--- src/rtl/instruction_predecode_queue_pkg.sv ---
// Shared MIPS-I encodings and predecode class definitions for the fetch-to-decode queue.
// Every block that decodes opcode/funct/rt fields imports these constants.
package instruction_predecode_queue_pkg;

    typedef enum logic [3:0] {
        CLS_NOP       = 4'd0,
        CLS_ALU       = 4'd1,
        CLS_BRANCH    = 4'd2,
        CLS_JUMP      = 4'd3,
        CLS_LOAD      = 4'd4,
        CLS_STORE     = 4'd5,
        CLS_MDU_START = 4'd6,
        CLS_MDU_MOVE  = 4'd7,
        CLS_SYSCALL   = 4'd8,
        CLS_UNDEFINED = 4'd9
    } InstrClass;

    typedef enum logic {
        ST_RUN    = 1'b0,
        ST_HALTED = 1'b1
    } queue_state_t;

    // Primary opcodes, instr[31:26]
    localparam logic [5:0] OP_SPECIAL = 6'h00;
    localparam logic [5:0] OP_REGIMM  = 6'h01;
    localparam logic [5:0] OP_J       = 6'h02;
    localparam logic [5:0] OP_JAL     = 6'h03;
    localparam logic [5:0] OP_BEQ     = 6'h04;
    localparam logic [5:0] OP_BNE     = 6'h05;
    localparam logic [5:0] OP_BLEZ    = 6'h06;
    localparam logic [5:0] OP_BGTZ    = 6'h07;
    localparam logic [5:0] OP_ADDI    = 6'h08;
    localparam logic [5:0] OP_ADDIU   = 6'h09;
    localparam logic [5:0] OP_SLTI    = 6'h0A;
    localparam logic [5:0] OP_SLTIU   = 6'h0B;
    localparam logic [5:0] OP_ANDI    = 6'h0C;
    localparam logic [5:0] OP_ORI     = 6'h0D;
    localparam logic [5:0] OP_XORI    = 6'h0E;
    localparam logic [5:0] OP_LUI     = 6'h0F;
    localparam logic [5:0] OP_LB      = 6'h20;
    localparam logic [5:0] OP_LH      = 6'h21;
    localparam logic [5:0] OP_LW      = 6'h23;
    localparam logic [5:0] OP_LBU     = 6'h24;
    localparam logic [5:0] OP_LHU     = 6'h25;
    localparam logic [5:0] OP_SB      = 6'h28;
    localparam logic [5:0] OP_SH      = 6'h29;
    localparam logic [5:0] OP_SW      = 6'h2B;

    // SPECIAL function codes, instr[5:0]
    localparam logic [5:0] FN_SLL     = 6'h00;
    localparam logic [5:0] FN_SRL     = 6'h02;
    localparam logic [5:0] FN_SRA     = 6'h03;
    localparam logic [5:0] FN_SLLV    = 6'h04;
    localparam logic [5:0] FN_SRLV    = 6'h06;
    localparam logic [5:0] FN_SRAV    = 6'h07;
    localparam logic [5:0] FN_JR      = 6'h08;
    localparam logic [5:0] FN_JALR    = 6'h09;
    localparam logic [5:0] FN_SYSCALL = 6'h0C;
    localparam logic [5:0] FN_MFHI    = 6'h10;
    localparam logic [5:0] FN_MTHI    = 6'h11;
    localparam logic [5:0] FN_MFLO    = 6'h12;
    localparam logic [5:0] FN_MTLO    = 6'h13;
    localparam logic [5:0] FN_MULT    = 6'h18;
    localparam logic [5:0] FN_MULTU   = 6'h19;
    localparam logic [5:0] FN_DIV     = 6'h1A;
    localparam logic [5:0] FN_DIVU    = 6'h1B;
    localparam logic [5:0] FN_ADD     = 6'h20;
    localparam logic [5:0] FN_ADDU    = 6'h21;
    localparam logic [5:0] FN_SUB     = 6'h22;
    localparam logic [5:0] FN_SUBU    = 6'h23;
    localparam logic [5:0] FN_AND     = 6'h24;
    localparam logic [5:0] FN_OR      = 6'h25;
    localparam logic [5:0] FN_XOR     = 6'h26;
    localparam logic [5:0] FN_NOR     = 6'h27;
    localparam logic [5:0] FN_SLT     = 6'h2A;
    localparam logic [5:0] FN_SLTU    = 6'h2B;

    // REGIMM rt selectors, instr[20:16]
    localparam logic [4:0] RT_BLTZ    = 5'h00;
    localparam logic [4:0] RT_BGEZ    = 5'h01;

endpackage

--- src/rtl/instruction_predecode_queue_predecoder.sv ---
// Combinational MIPS-I predecoder: maps one 32-bit instruction word to its InstrClass.
module instruction_predecoder
    import instruction_predecode_queue_pkg::*;
(
    input  logic [31:0] i_instr,
    output InstrClass   o_class
);

    logic [5:0] w_opcode;
    logic [5:0] w_funct;
    logic [4:0] w_rt;

    assign w_opcode = i_instr[31:26];
    assign w_funct  = i_instr[5:0];
    assign w_rt     = i_instr[20:16];

    always_comb begin
        o_class = CLS_UNDEFINED;
        // The all-zero word (SLL $0,$0,0) is the canonical NOP and takes precedence over ALU.
        if (i_instr == 32'h0000_0000) begin
            o_class = CLS_NOP;
        end else begin
            case (w_opcode)
                OP_SPECIAL: begin
                    case (w_funct)
                        FN_SLL, FN_SRL, FN_SRA, FN_SLLV, FN_SRLV, FN_SRAV,
                        FN_ADD, FN_ADDU, FN_SUB, FN_SUBU, FN_AND, FN_OR,
                        FN_XOR, FN_NOR, FN_SLT, FN_SLTU:
                            o_class = CLS_ALU;
                        FN_JR, FN_JALR:
                            o_class = CLS_JUMP;
                        FN_SYSCALL:
                            o_class = CLS_SYSCALL;
                        FN_MFHI, FN_MTHI, FN_MFLO, FN_MTLO:
                            o_class = CLS_MDU_MOVE;
                        FN_MULT, FN_MULTU, FN_DIV, FN_DIVU:
                            o_class = CLS_MDU_START;
                        default:
                            o_class = CLS_UNDEFINED;
                    endcase
                end
                OP_REGIMM: begin
                    if (w_rt == RT_BLTZ || w_rt == RT_BGEZ) begin
                        o_class = CLS_BRANCH;
                    end
                end
                OP_J, OP_JAL:
                    o_class = CLS_JUMP;
                OP_BEQ, OP_BNE, OP_BLEZ, OP_BGTZ:
                    o_class = CLS_BRANCH;
                OP_ADDI, OP_ADDIU, OP_SLTI, OP_SLTIU,
                OP_ANDI, OP_ORI, OP_XORI, OP_LUI:
                    o_class = CLS_ALU;
                OP_LB, OP_LH, OP_LW, OP_LBU, OP_LHU:
                    o_class = CLS_LOAD;
                OP_SB, OP_SH, OP_SW:
                    o_class = CLS_STORE;
                default:
                    o_class = CLS_UNDEFINED;
            endcase
        end
    end

endmodule

--- src/rtl/instruction_predecode_queue.sv ---
// Fetch-to-decode queue: multi-slot push with predecode, single in-order issue, MDU interlock,
// flush on redirect and halt after an undefined instruction is issued.
module instruction_predecode_queue
    import instruction_predecode_queue_pkg::*;
#(
    parameter  int DEPTH       = 8,
    parameter  int FETCH_WIDTH = 2,
    localparam int CNT_W       = $clog2(DEPTH + 1),
    localparam int FC_W        = $clog2(FETCH_WIDTH + 1)
) (
    input  logic                      clk,
    input  logic                      reset_n,
    input  logic                      fetch_valid,
    input  logic [FC_W-1:0]           fetch_count,
    input  logic [32*FETCH_WIDTH-1:0] fetch_instr,
    input  logic [31:0]               fetch_pc,
    output logic                      fetch_ready,
    output logic                      issue_valid,
    input  logic                      issue_ready,
    output logic [31:0]               issue_instr,
    output logic [31:0]               issue_pc,
    output InstrClass                 issue_class,
    output logic                      issue_undefined,
    input  logic                      mdu_busy,
    input  logic                      flush,
    output logic [CNT_W-1:0]          occupancy
);

    localparam int IDX_W = $clog2(DEPTH);
    localparam int PTR_W = IDX_W + 1;

    queue_state_t      r_state;
    queue_state_t      w_state_next;
    logic [PTR_W-1:0]  r_wr_ptr;
    logic [PTR_W-1:0]  r_rd_ptr;
    logic [CNT_W-1:0]  r_occ;

    logic [31:0]       r_mem_instr [DEPTH];
    logic [31:0]       r_mem_pc    [DEPTH];
    InstrClass         r_mem_class [DEPTH];

    InstrClass         w_slot_class [FETCH_WIDTH];
    logic [IDX_W-1:0]  w_slot_idx   [FETCH_WIDTH];
    logic [FETCH_WIDTH-1:0] w_slot_en;

    logic [IDX_W-1:0]  w_rd_idx;
    InstrClass         w_head_class;
    logic              w_head_mdu;
    logic [CNT_W-1:0]  w_free;
    logic              w_fetch_ready;
    logic              w_issue_valid;
    logic              w_push;
    logic              w_pop;
    logic [FC_W-1:0]   w_push_cnt;

    // One predecoder per fetch slot; slot index wraps naturally because DEPTH is a power of 2.
    generate
        for (genvar gi = 0; gi < FETCH_WIDTH; gi++) begin : g_slot
            instruction_predecoder u_predecoder (
                .i_instr (fetch_instr[32*gi +: 32]),
                .o_class (w_slot_class[gi])
            );
            assign w_slot_idx[gi] = r_wr_ptr[IDX_W-1:0] + IDX_W'(gi);
            assign w_slot_en[gi]  = w_push && (FC_W'(gi) < fetch_count);
        end
    endgenerate

    assign w_rd_idx     = r_rd_ptr[IDX_W-1:0];
    assign w_head_class = r_mem_class[w_rd_idx];
    assign w_head_mdu   = (w_head_class == CLS_MDU_START) || (w_head_class == CLS_MDU_MOVE);
    assign w_free       = CNT_W'(DEPTH) - r_occ;

    always_comb begin
        w_state_next  = r_state;
        w_fetch_ready = 1'b0;
        w_issue_valid = 1'b0;
        case (r_state)
            ST_RUN: begin
                // Registered occupancy only: a same-cycle pop never widens fetch_ready.
                w_fetch_ready = (w_free >= CNT_W'(FETCH_WIDTH));
                w_issue_valid = (r_occ != '0) && !(mdu_busy && w_head_mdu);
                if (w_issue_valid && issue_ready && (w_head_class == CLS_UNDEFINED)) begin
                    w_state_next = ST_HALTED;
                end
            end
            ST_HALTED: begin
                w_state_next = ST_HALTED;
            end
            default: begin
                w_state_next = ST_RUN;
            end
        endcase
        if (flush) begin
            w_state_next = ST_RUN;
        end
    end

    assign w_push     = fetch_valid && w_fetch_ready && !flush;
    assign w_pop      = w_issue_valid && issue_ready && !flush;
    assign w_push_cnt = w_push ? fetch_count : '0;

    always_ff @(posedge clk or negedge reset_n) begin
        if (!reset_n) begin
            r_state <= ST_RUN;
        end else begin
            r_state <= w_state_next;
        end
    end

    always_ff @(posedge clk or negedge reset_n) begin
        if (!reset_n) begin
            r_wr_ptr <= '0;
            r_rd_ptr <= '0;
            r_occ    <= '0;
        end else if (flush) begin
            r_rd_ptr <= r_wr_ptr;
            r_occ    <= '0;
        end else begin
            if (w_push) begin
                r_wr_ptr <= r_wr_ptr + PTR_W'(fetch_count);
            end
            if (w_pop) begin
                r_rd_ptr <= r_rd_ptr + PTR_W'(1);
            end
            r_occ <= r_occ + CNT_W'(w_push_cnt) - CNT_W'(w_pop);
        end
    end

    // Storage is cleared on reset so the head reads as a zero-PC NOP while empty.
    always_ff @(posedge clk or negedge reset_n) begin
        if (!reset_n) begin
            for (int i = 0; i < DEPTH; i++) begin
                r_mem_instr[i] <= '0;
                r_mem_pc[i]    <= '0;
                r_mem_class[i] <= CLS_NOP;
            end
        end else begin
            for (int s = 0; s < FETCH_WIDTH; s++) begin
                if (w_slot_en[s]) begin
                    r_mem_instr[w_slot_idx[s]] <= fetch_instr[32*s +: 32];
                    r_mem_pc[w_slot_idx[s]]    <= fetch_pc + 32'(4 * s);
                    r_mem_class[w_slot_idx[s]] <= w_slot_class[s];
                end
            end
        end
    end

    assign fetch_ready     = w_fetch_ready;
    assign issue_valid     = w_issue_valid;
    assign issue_instr     = r_mem_instr[w_rd_idx];
    assign issue_pc        = r_mem_pc[w_rd_idx];
    assign issue_class     = w_head_class;
    assign issue_undefined = (w_head_class == CLS_UNDEFINED);
    assign occupancy       = r_occ;

    a_fetch_count_legal: assert property (
        @(posedge clk) disable iff (!reset_n)
        fetch_valid |-> (fetch_count <= FC_W'(FETCH_WIDTH))
    );

endmodule
--- config.mk ---
export PLATFORM = sky130hd
export DESIGN_NAME = instruction_predecode_queue
export DESIGN_NICKNAME = d
export VERILOG_FILES = /design/src/rtl/instruction_predecode_queue_pkg.sv /design/src/rtl/instruction_predecode_queue_predecoder.sv /design/src/rtl/instruction_predecode_queue.sv
export SDC_FILE = /design/constraint.sdc
export NUM_CORES = 2
export LEC_CHECK = 0
export BUFFER_PORTS_ARGS = -buffer_cell sky130_fd_sc_hd__clkbuf_2
export CAP_MARGIN = 10
export CORE_AREA = 2 2 269 271
export DETAILED_ROUTE_END_ITERATION = 10
export DIE_AREA = 0 0 271 273
export GPL_TIMING_DRIVEN = 1
export SYNTH_ARGS = -nofsm -noshare
export SYNTH_HDL_FRONTEND = slang
export SYNTH_HIERARCHICAL = 1
export SYNTH_SLANG_ARGS = --single-unit
--- constraint.sdc ---
create_clock -name clk -period 4.15 [get_ports clk]
set_clock_uncertainty 0.05 [all_clocks]
set_input_delay 0.83 -clock clk [delete_from_list [all_inputs] [get_ports clk]]
set_output_delay 0.83 -clock clk [all_outputs]
set_load 0.1 [all_outputs]
-- Word-level counts from Yosys, hierarchy flattened
Memory sizes are Yosys's and may differ from the RTL's.
Index checks and enable logic that the tools add are counted.
- flip-flop bits (word level): 557
- memory bits (read-only): 512
- input bits: 104
- output and inout bits: 75
- memories: 2
- add/subtract/negate cells: 7
- magnitude comparators: 8
- equal/unequal tests: 51
- muxes and demuxes: 44
- bitwise gates (word level): 5
- reductions and logical operators: 36
- memory list (memory ; depth ; width ; rd ports ; clocked after memory_dff ; write ports ; RTL line ; text):
    (name not given) ; 64 ; 4 ; 1 ; 0 ; 0 ; instruction_predecode_queue_predecoder.sv:25 ; case (w_funct)
    (name not given) ; 64 ; 4 ; 1 ; 0 ; 0 ; instruction_predecode_queue_predecoder.sv:25 ;
- operators by type and width (kind ; count):
    $bwmux W256 ; 4
    $mux W256 ; 4
    $mux W32 ; 8
    $bmux W32 S3 ; 2
    $demux W32 S3 ; 2
    $eq A6 B4 Y1 const B ; 16
    $eq A6 B6 Y1 const B ; 16
    $bwmux W32 ; 2
    $logic_not A32 Y1 ; 2
    $pmux W4 S7 ; 2
    $eq A6 B3 Y1 const B ; 8
    $mux W4 ; 11
    $add A32 B3 Y32 const B ; 1
    $demux W4 S3 ; 2
    $eq A6 B2 Y1 const B ; 4
    $reduce_or A8 Y1 ; 2
    $bmux W4 S3 ; 1
    $eq A6 B1 Y1 const B ; 2
    $ge A4 B4 Y1 const B ; 3
    $logic_and A1 B1 Y1 ; 12
    $logic_not A6 Y1 ; 2
    $not A3 Y4 ; 3
    $eq A5 B1 Y1 const B ; 2
    $logic_not A5 Y1 ; 2
    other kinds (23) ; 38

-- Logic depth before layout (Yosys ltp)
- depth in word-level cells: 14
- depth in mapped cells: 14

-- By module
Netlist, hierarchy kept.
- modules (own cells, without submodules) (module ; times used ; cells an instance ; area each (µm²) ; sequential area each (µm²)):
    instruction_predecode_queue ; 1 ; 2752 ; 31083.6 ; 13888.3
    instruction_predecoder at g_slot[0].u_predecoder ; 1 ; 41 ; 266.5 ; 0.0
    instruction_predecoder at g_slot[1].u_predecoder ; 1 ; 45 ; 265.3 ; 0.0

-- Least setup slack after synthesis
Ideal clock, no wire load.
- kind: register to output
- start point: register r_rd_ptr[0]
- end point: output issue_undefined
- data arrival time: 4964 ps
- slack: -1694 ps
- cell stages (with the launch flop): 5
- buffers on the path: 1
- cell sequence: dfrtp_1 buf_2 mux4_2 mux2_2 nor4b_1
- longest elaborated chain between the ends: 5
- ends and longest elaborated chain (what ; RTL line ; text):
    from (decl) ; instruction_predecode_queue.sv:35 ; logic [PTR_W-1:0] r_rd_ptr;
    from (signal assigned) ; instruction_predecode_queue.sv:116 ; r_rd_ptr <= r_wr_ptr;
    from (signal assigned) ; instruction_predecode_queue.sv:123 ; r_rd_ptr <= r_rd_ptr + PTR_W'(1);
    $not A3 Y4 (implied by the code) ; instruction_predecode_queue.sv:69 ; assign w_head_class = r_mem_class[w_rd_idx];
    $bmux W4 S3 ; instruction_predecode_queue.sv:69 ;
    $mux W4 (implied by the code) (2 in a row) ; instruction_predecode_queue.sv:69 ;
    via issue_class[1] ; instruction_predecode_queue.sv:22 ; output InstrClass issue_class,
    $eq A4 B4 Y1 ; instruction_predecode_queue.sv:153 ; assign issue_undefined = (w_head_class == CLS_UNDEFINED);
    to (decl) ; instruction_predecode_queue.sv:23 ; output logic issue_undefined,
The timed path passes the listed nets, and every way through them passes these cells. The select of a mux whose other input is x is not followed.

-- Worst setup path in the final report
- start point: register r_rd_ptr[0]
- end point: output issue_pc[28]
- longest elaborated chain between the ends: 4
- ends and longest elaborated chain (what ; RTL line ; text):
    $not A3 Y4 (implied by the code) ; instruction_predecode_queue.sv:151 ; assign issue_pc = r_mem_pc[w_rd_idx];
    $bmux W32 S3 ; instruction_predecode_queue.sv:151 ;
    $mux W32 (implied by the code) (2 in a row) ; instruction_predecode_queue.sv:151 ;
    to (decl) ; instruction_predecode_queue.sv:21 ; output logic [31:0] issue_pc,
Every way passes these cells. The select of a mux whose other input is x is not followed.

==> impl_metrics.yaml <==
outcome:
  status: "complete, no violations"
placement:
  io_buffers: 178
  hpwl_mm: 57.62
  detailedPlace.worstSlack_ns: 0.4605
  place.gp.congestion: 0.8116
clock_network:
  clockBufferDepth: 3
  clock_sinks: 555
  numCtsBuffers: 66
  h-tree-depth: 3
  root_buffer: "clkbuf_16"
  clk_pin_slew_ns: 0.05
  cts_tree: "built"
  post_cts_buffers: 0
  clock_latency_ns: 0.61
  cts_resized: 0
  hold_buffers: 0
global_routing:
  grt_usage_pct: 25.47
  grt_pass1_vias: 23644
  grt_max_degree: 113
  gr-total-overflow: 0
  antenna_found_initial: 11
  grt_first_pass_wirelength_mm: 145.1
floorplanning:
  die_h_um: 273
  start_util_pct: 44.53
  io_pins: 179
  core_sq_mm: 0.07100
  die-area_sq_mm: 0.07398
  num_rows: 98
  die_w_um: 271
sta:
  final-max-slew-violation-count: 0
  slew_headroom_pct: 23.26
  rsz0062_at_grt: "no"
  finalHoldViolCount: 0
  fmax_mhz: 250.8
  fin_setup_tns_ns: 0
  min_period_over_period_pct: 96.08
  period_needed_ns: 3.987
  setup_ws_ns: 0.1626
  tightest_slew_ns: 1.151
  setup_viol: 0
final_layout:
  final_common_cell: "mux2i_1"
  drive_gt1_share_pct: 20.97
  nets: 2967
  final_cell_mix: "mux2i_1, dfrtp_1, nand2_1"
  syn_to_final_growth_pct: 11.40
synthesis:
  synth-compound-area-share_pct: 8.046
  yosysSeqAreaShare_pct: 43.93
  synthesis.nets: 2956
  synth_top_flop_cell: "dfrtp_1"
  synth_xor_area_share_pct: 0.9142
  synth_area_per_cell_sq_um: 11.14
  synthAdderAreaFrac_pct: 0.6016
  synthSimpleGateAreaFrac_pct: 7.931
  synth_edf_count: 0
  synth_area_leaders: "dfrtp_1, mux2i_1, mux4_2, o21ai_0, nand2_1"
  synthCells: 2838
  synth_top_family_by_area: "multiplexers"
  yosysTopAreaCell: "dfrtp_1"
  syn_area_sq_mm: 0.03162
  synth_cell_types: 70
  yosysWarnings: 6
  synth_seq_cells: 555
  synth_top_area_share_pct: 43.93
  synthMuxAreaShare_pct: 32.97
  ys_async_sr_fraction_pct: 100.0
routing:
  dr.pass1.iters: 6
  vias: 22470
  drt_iter0_markers: 1934
  wl_per_cell_um: 24.31
  drc: 0
  drt-total-wl_mm: 93.47
  ant_nets: 0
  viasPerCell: 5.844
setup_path:
  start_kind: "flop"
  reg2reg_from: "r_rd_ptr[0]$_DFFE_PN0P_"
  reg2reg_to: "occupancy[2]$_DFF_PN0_"
  reg2reg_depth: 11
  cp-end-kind: "output pin"
  crit_required_ns: 3.27
  critical_path_peak_fanout: 82
  path_class: "reg2out"
  r2r_slack_ns: 0.77
  cp.arrival_ns: 3.11
power_and_ir_drop:
  peakVddDrop_uv: 933.1
  power_density_mw_per_mm2: 875.7
  p_leak_uw: 0.01811
job:
  drv_cap: 0
hold_path:
  min_path_type: "in2async"
## area by class of cell
| type | count | area [sq um] |
|---|---|---|
| Tap cell | 950 | 1189 |
| Timing Repair Buffer | 254 | 1808 |
| Antenna cell | 1 | 2.502 |
| Clock buffer | 99 | 1957 |
| Fill cell | 6274 | 35780 |
| Inverter | 29 | 108.9 |
| Clock inverter | 14 | 188.9 |
| Sequential cell | 555 | 13900 |
| Multi-Input combinational cell | 1943 | 16070 |
## critical path: stages, from the launching register on
cell and delay (ns):
dfrtp_4 0.53, buf_12 0.60, mux4_2 0.59, mux2_2 0.32, clkbuf_2 0.38
## worst max-delay path by stage
stage / from / to / slack (ns) / depth (start not counted)
after floorplan: occupancy[0]$_DFF_PN0_ / fetch_ready / 0.22 / 5
after global placement: fetch_pc[2] / r_mem_pc[122]$_DFF_PN0_ / 0.58 / 7
after detailed placement: fetch_pc[2] / r_mem_pc[114]$_DFF_PN0_ / 0.46 / 7
after CTS: r_rd_ptr[0]$_DFFE_PN0P_ / issue_pc[5] / 0.01 / 4
after global routing: r_rd_ptr[0]$_DFFE_PN0P_ / issue_instr[26] / 0.01 / 4
final: r_rd_ptr[0]$_DFFE_PN0P_ / issue_pc[28] / 0.16 / 4
## sequential cells by signal (all words and copies together) (netlist names)
register     count
r_mem_pc       256
r_rd_ptr         3
r_state          1
r_wr_ptr         3
r_mem_class     32
occupancy        4
r_mem_instr    256
## per-stage QoR
step           instance area, sq um  std cells  hold WS (ns)  total power [uW]  util, %
2_1_floorplan                 31630       2838        0.4026             21640        -
6_report                      35220       3845        0.2754             30840    49.61
5_1_grt                       35220       3844        0.3310             32430    49.61
3_3_place_gp                  33070       3731        0.4172             24690    46.58
4_1_cts                       35210       3844        0.3194             31060    49.60
3_5_place_dp                  33070       3731        0.4232             25170    46.58
## logic make-up (layout without fill, tap and decap cells)
| kind of cell | after synthesis | count (layout) |
|---|---|---|
| xor gates and xnor gates | 33 | 33 |
| muxes | 861 | 861 |
| DFF | 555 | 555 |
| and+or+nand+nor | 569 | 569 |
| other | 0 | 1 |
| adders and majority gates | 14 | 14 |
| AOI/OAI and AO/OA | 466 | 466 |
| buffers and inverters | 340 | 396 |
## cells in the mapped netlist, drive strengths merged (21+ instances only)
cell	n
mux2i	641
dfrtp	555
nand2	417
o21ai	396
buf	160
clkbuf	151
mux4	136
mux2	84
nor3	30
inv	28
nand3	24
nor2	24
xnor2	21
## layer usage
metal	track usage, %	routed length (um)	share of wire, %	up-vias
li1	-	-	-	10167
met1	33.32	39770	43	11422
met2	42.89	45950	49	696
met3	4.727	5125	5.5	169
met4	8.127	2525	2.7	16
met5	0	96	0.10	-
## report_power, final
part	switching [uW]	internal, uW
Sequential	1450	7900
Combinational	10500	5200
Clock	2360	3450
(Power assumes the default switching activity.)
